### src/rtl/uart_pkg.sv
// Shared UART types and constants for the parametrised receiver and transmitter.
package uart_pkg;

    typedef enum logic [1:0] {
        PARITY_NONE = 2'd0,
        PARITY_EVEN = 2'd1,
        PARITY_ODD  = 2'd2
    } parity_mode_e;

    localparam int unsigned OVERSAMPLE_RATE = 16;
    localparam int unsigned SAMPLE_T0       = 7;
    localparam int unsigned SAMPLE_T1       = 8;
    localparam int unsigned SAMPLE_T2       = 9;

    typedef enum logic [2:0] {
        StIdle,
        StStart,
        StData,
        StParity,
        StStop
    } rx_state_e;

    function automatic logic majority3(input logic a, input logic b, input logic c);
        return (a & b) | (a & c) | (b & c);
    endfunction

endpackage

### src/rtl/uart_baud_tick.sv
// Oversampling tick generator: one-cycle pulse every CYCLES_PER_TICK clocks while enabled.
module uart_baud_tick #(
    parameter int unsigned CYCLES_PER_TICK = 27
) (
    input  logic clk,
    input  logic reset_n,
    input  logic clear,
    input  logic enable,
    output logic tick
);

    localparam int unsigned CW = (CYCLES_PER_TICK > 1) ? $clog2(CYCLES_PER_TICK) : 1;
    localparam logic [CW-1:0] LAST = CW'(CYCLES_PER_TICK - 1);

    logic [CW-1:0] cnt_q;

    always_ff @(posedge clk) begin
        if (!reset_n) begin
            cnt_q <= '0;
        end else if (clear) begin
            cnt_q <= '0;
        end else if (enable) begin
            cnt_q <= (cnt_q == LAST) ? '0 : cnt_q + CW'(1);
        end
    end

    assign tick = enable && !clear && (cnt_q == LAST);

endmodule

### src/rtl/uart_rx_cfg.sv
// Parametrised UART receiver: 16x oversampling, 3-sample majority vote, valid/ready output
// with parity, framing, break and overrun status.
module uart_rx_cfg
    import uart_pkg::*;
#(
    parameter int unsigned  CLK_FREQ    = 50_000_000,
    parameter int unsigned  BAUD_RATE   = 115_200,
    parameter int unsigned  DATA_WIDTH  = 8,
    parameter parity_mode_e PARITY_MODE = PARITY_EVEN,
    parameter int unsigned  STOP_BITS   = 1
) (
    input  logic                  clk,
    input  logic                  reset_n,
    input  logic                  rxd,
    output logic [DATA_WIDTH-1:0] rx_data,
    output logic                  rx_valid,
    input  logic                  rx_ready,
    output logic                  parity_err,
    output logic                  framing_err,
    output logic                  break_det,
    output logic                  overrun_err
);

    localparam int unsigned CYCLES_PER_TICK = CLK_FREQ / (BAUD_RATE * OVERSAMPLE_RATE);
    localparam logic [3:0]  T_SAMPLE0  = 4'(SAMPLE_T0);
    localparam logic [3:0]  T_SAMPLE1  = 4'(SAMPLE_T1);
    localparam logic [3:0]  T_DECIDE   = 4'(SAMPLE_T2);
    localparam logic [3:0]  T_LAST     = 4'(OVERSAMPLE_RATE - 1);
    localparam logic [3:0]  DATA_BITS  = 4'(DATA_WIDTH);
    localparam logic [3:0]  LAST_STOP  = 4'(STOP_BITS - 1);
    localparam bit          HAS_PARITY = (PARITY_MODE != PARITY_NONE);

    logic                  sync_q, rxs_q, rxs_prev_q;
    rx_state_e             state_q;
    logic [3:0]            tick_idx_q, tick_next, bit_cnt_q;
    logic [DATA_WIDTH-1:0] shift_q;
    logic                  par_q, s0_q, s1_q, ferr_q, stop0_low_q;
    logic                  tick, start_edge, at_s0, at_s1, at_decide, at_end, vote;
    logic                  par_bad, frame_ferr, frame_brk, stop0_low, last_stop;

    always_ff @(posedge clk) begin
        if (!reset_n) begin
            sync_q     <= 1'b1;
            rxs_q      <= 1'b1;
            rxs_prev_q <= 1'b1;
        end else begin
            sync_q     <= rxd;
            rxs_q      <= sync_q;
            rxs_prev_q <= rxs_q;
        end
    end

    uart_baud_tick #(
        .CYCLES_PER_TICK(CYCLES_PER_TICK)
    ) u_baud_tick (
        .clk    (clk),
        .reset_n(reset_n),
        .clear  (start_edge),
        .enable (state_q != StIdle),
        .tick   (tick)
    );

    // Tick events fire on the pulse that advances the in-bit tick index to the named value.
    always_comb begin
        start_edge = (state_q == StIdle) && rxs_prev_q && !rxs_q;
        tick_next  = tick_idx_q + 4'd1;
        at_s0      = tick && (tick_next == T_SAMPLE0);
        at_s1      = tick && (tick_next == T_SAMPLE1);
        at_decide  = tick && (tick_next == T_DECIDE);
        at_end     = tick && (tick_next == T_LAST);
        vote       = majority3(s0_q, s1_q, rxs_q);
        last_stop  = (bit_cnt_q == LAST_STOP);
        stop0_low  = (bit_cnt_q == 4'd0) ? !vote : stop0_low_q;
        frame_ferr = ferr_q || !vote;
        frame_brk  = (shift_q == '0) && !(HAS_PARITY && par_q) && stop0_low;
        par_bad    = 1'b0;
        if (PARITY_MODE == PARITY_EVEN) begin
            par_bad = ^{shift_q, par_q};
        end else if (PARITY_MODE == PARITY_ODD) begin
            par_bad = ~^{shift_q, par_q};
        end
    end

    always_ff @(posedge clk) begin
        if (!reset_n) begin
            state_q     <= StIdle;
            tick_idx_q  <= 4'd0;
            bit_cnt_q   <= 4'd0;
            shift_q     <= '0;
            par_q       <= 1'b0;
            s0_q        <= 1'b1;
            s1_q        <= 1'b1;
            ferr_q      <= 1'b0;
            stop0_low_q <= 1'b0;
            rx_data     <= '0;
            rx_valid    <= 1'b0;
            parity_err  <= 1'b0;
            framing_err <= 1'b0;
            break_det   <= 1'b0;
            overrun_err <= 1'b0;
        end else begin
            overrun_err <= 1'b0;
            if (start_edge) begin
                tick_idx_q <= 4'd0;
            end else if (tick) begin
                tick_idx_q <= tick_next;
            end
            if (at_s0) s0_q <= rxs_q;
            if (at_s1) s1_q <= rxs_q;
            if (rx_valid && rx_ready) rx_valid <= 1'b0;

            unique case (state_q)
                StIdle: begin
                    if (start_edge) begin
                        state_q     <= StStart;
                        bit_cnt_q   <= 4'd0;
                        ferr_q      <= 1'b0;
                        stop0_low_q <= 1'b0;
                    end
                end
                StStart: begin
                    if (at_decide && vote) begin
                        state_q <= StIdle;
                    end else if (at_end) begin
                        state_q <= StData;
                    end
                end
                StData: begin
                    if (at_decide) begin
                        shift_q   <= {vote, shift_q[DATA_WIDTH-1:1]};
                        bit_cnt_q <= bit_cnt_q + 4'd1;
                    end
                    if (at_end && (bit_cnt_q == DATA_BITS)) begin
                        bit_cnt_q <= 4'd0;
                        state_q   <= HAS_PARITY ? StParity : StStop;
                    end
                end
                StParity: begin
                    if (at_decide) begin
                        par_q <= vote;
                    end else if (at_end) begin
                        state_q <= StStop;
                    end
                end
                StStop: begin
                    if (at_decide) begin
                        ferr_q      <= frame_ferr;
                        stop0_low_q <= stop0_low;
                        if (last_stop) begin
                            // Leave at mid-stop so the next start edge is caught early.
                            state_q <= StIdle;
                            if (!rx_valid || rx_ready) begin
                                rx_data     <= shift_q;
                                rx_valid    <= 1'b1;
                                parity_err  <= par_bad;
                                framing_err <= frame_ferr;
                                break_det   <= frame_brk;
                            end else begin
                                overrun_err <= 1'b1;
                            end
                        end else begin
                            bit_cnt_q <= bit_cnt_q + 4'd1;
                        end
                    end
                end
                default: state_q <= StIdle;
            endcase
        end
    end

endmodule

### config.mk
export PLATFORM = sky130hd
export DESIGN_NAME = uart_rx_cfg
export DESIGN_NICKNAME = d
export VERILOG_FILES = /design/src/rtl/uart_pkg.sv /design/src/rtl/uart_baud_tick.sv /design/src/rtl/uart_rx_cfg.sv
export SDC_FILE = /design/constraint.sdc
export NUM_CORES = 1
export LEC_CHECK = 0
export BUFFER_PORTS_ARGS = -buffer_cell sky130_fd_sc_hd__buf_2
export CORE_ASPECT_RATIO = 2
export CORE_MARGIN = 2
export CORE_UTILIZATION = 25
export CTS_CLUSTER_DIAMETER = 100
export DETAILED_ROUTE_END_ITERATION = 8
export SLEW_MARGIN = 15
export SYNTH_ARGS = -nofsm -noshare
export SYNTH_HDL_FRONTEND = slang
export SYNTH_SLANG_ARGS = --single-unit
### constraint.sdc
create_clock -name clk -period 2.3 [get_ports clk]
set_clock_uncertainty 0.1 [all_clocks]
set_input_delay 0.345 -clock clk [delete_from_list [all_inputs] [get_ports clk]]
set_output_delay 0.345 -clock clk [all_outputs]
set_load 0.1 [all_outputs]
==> results.cfg <==
[timing]
hold_ws_ps = 127
hold_viol = 0
drv_slew = 0
max_freq_mhz = 478
post-route-period-util_pct = 90.9
period_minus_slack_ps = 2090
rsz0062_at_grt = no
setup_viol = 0
slew_headroom_pct = 67.4
fin_tns_setup_ps = 0
worstMarginPinSlew_ps = 492

[setup_path]
end_kind = register
worstSetupPathType = reg -> reg
slowest_delay_ps = 360
start_kind = register
critPathTopFamily = compound AO/OA/AOI/OAI gates
r2r_end = state_q[1]$_SDFFE_PN0P_
r2r_setup_slack_ps = 210
required_ps = 2430
reg2reg_depth = 8
r2r-start = tick_idx_q[0]$_SDFFE_PP0P_
cpMaxStageDelayCell = dfxtp_1
cp.arrival_ps = 2220
crit_chain = ha_1, nor2b_1, and3_1, a31o_4, buf_4, a41o_1, nand2_1, mux2i_1
cp_max_fo = 8
path_buf_inv = 1

[power_and_ir_drop]
ir_drop_mv = 0.417
powerDensity_nw_per_um2 = 718
power_mw = 1.85
leakage_nw = 1.13

[layout]
nFillCells = 927
final_cell_mix = 45 x dfxtp_1, 31 x nor2_1, 20 x mux2i_1
final_common_cell = dfxtp_1
drive_gt1_share_pct = 16.9
post_layout_nonfiller_instances = 368
nNetsFinal = 277
area_growth_pct = 13.8
num_antenna_cells = 0

[place]
place_inst = 356
hpwlAfterDp_um = 3600
io_buffers = 16
place_congestion = 0.799

[detailed_routing]
wire_per_inst_um = 13.0
vias = 1717
drc = 0
via_per_inst = 4.67
drt_iter0_drc = 34
wl_um = 4780
ant_nets = 0
first_pass_iters = 4

[grt]
grt_overflow = 0
grt_pass1_wl_um = 7980
grt_pass1_vias = 1715
antenna_found_initial = 0
grt_start_max_net_pins = 21
track_usage_pct = 10.2

[hold_path]
min_to = sync_q$_SDFF_PN1_
hold_start = rxd
hold_class = in -> reg
holdPathStages = 2

[floorplan]
start_util_pct = 25.5
design.portCount = 17
core_area_um2 = 8890
die_h_um = 139
die_w_um = 71.3
core.rowCount = 49
die_area_um2 = 9880

[clock_tree]
htreeDepth = 2
cts.sinks = 45
cts_made_buffers = 5
cts-resized-gates = 0
cts_root_buf = clkbuf_16
clkSlewWorstSetupHoldPaths_ps = 70
cts_max_path_buffers = 2
clk_latency_ps = 290
cts_tree = built

[synthesis]
syn_avg_cell_area_um2 = 9.17
ys.warnings.count = 0
syn-cell-area_um2 = 2260
ys_seq_area_share_pct = 39.8
yosysUniqueCellTypes = 50
ys_ff_latch = 45
ys_async_sr_fraction_pct = 0
yosys_most_used_dff = dfxtp_1
syn-num-nets = 259
synth_cells = 247
synth-edff-count = 0

[job]
maxCapViolations = 0

[outcome]
status = completed
==> per-layer routing <==
layer	global-route usage, %	vias to the layer above	share of wire [%]
met5	0	-	0
met4	5.16	0	2.2
met3	1.96	5	1.4
met2	19.7	10	58
met1	9.79	817	38
li1	-	885	-
==> layout make-up <==
class,instances,area (um^2),area share [%]
well taps,102,128,4.95
clock buffers,5,125,4.85
repair buffers,22,125,4.85
flip-flops and latches,45,901,35.0
multi-input cells,181,1240,48.1
clock inverters,3,21.3,0.825
inverters,10,37.5,1.46
==> through the flow <==
step | instance area [um^2] | worst slack, ps | util [%]
floorplan | 2260 | 317 | -
global placement | 2400 | 209 | 27.0
detailed placement | 2400 | 151 | 27.0
CTS | 2550 | 128 | 28.7
global route | 2580 | 59.8 | 29.0
finish | 2580 | 209 | 29.0
==> Yosys cell counts, types with 4 or more instances <==
master	count	area share (%)
dfxtp_1	45	40
nor2_1	31	5.1
mux2i_1	20	8.8
nand2_1	16	2.7
a21oi_1	12	2.7
inv_1	9	1.5
xnor2_1	9	3.5
ha_1	8	4.4
nand4_1	8	2.2
nand3_1	7	1.5
xor2_1	7	2.7
nand2b_1	6	1.7
nor3_1	6	1.3
o21ai_1	6	1.3
buf_6	5	2.5
or3_1	5	1.4
clkbuf_1	4	0.66
==> state kept, by name (all words and copies together) (netlist names), 3 cells and up <==
name and count:
tick_idx_q 4, rx_data 8, state_q 3, bit_cnt_q 4, shift_q 8, u_baud_tick.cnt_q 5
==> worst max-delay path by stage <==
| stage | from | endpoint | slack (ps) | cells after the start |
|---|---|---|---|---|
| after global routing | u_baud_tick.cnt_q[1]$_SDFFE_PP0N_ | bit_cnt_q[0]$_SDFFE_PN0P_ | 60 | 6 |
| after detailed placement | tick_idx_q[0]$_SDFFE_PP0P_ | break_det$_SDFFE_PN0P_ | 150 | 7 |
| after CTS | tick_idx_q[0]$_SDFFE_PP0P_ | break_det$_SDFFE_PN0P_ | 130 | 7 |
| after floorplan | rx_valid$_SDFF_PN0_ | rx_data[3]$_SDFFE_PN0P_ | 320 | 5 |
| after global placement | tick_idx_q[0]$_SDFFE_PP0P_ | break_det$_SDFFE_PN0P_ | 210 | 7 |
| final | tick_idx_q[0]$_SDFFE_PP0P_ | state_q[1]$_SDFFE_PN0P_ | 210 | 8 |
==> kinds of logic after synthesis <==
| group | after synthesis | synth area share (%) |
|---|---|---|
| multiplexers | 20 | 8.84 |
| AND/OR/NAND/NOR | 103 | 25.1 |
| adder cells (fa/ha/maj) | 9 | 4.86 |
| XOR/XNOR | 16 | 6.19 |
| flip-flops | 45 | 39.8 |
| AO/OA/AOI/OAI | 33 | 9.78 |
| buffers and inverters | 21 | 5.47 |
==> timing repair <==
action	in CTS	in global routing
buffers inserted	0	4
setup endpoints to repair	0	1
hold buffers	0	0
==> power breakdown <==
part	internal, mW	total [mW]	switching [mW]
Sequential	0.810	0.866	0.0558
Clock	0.404	0.718	0.313
Combinational	0.108	0.268	0.160
Total	1.32	1.85	0.529
Power figures use the tool's default switching activity.
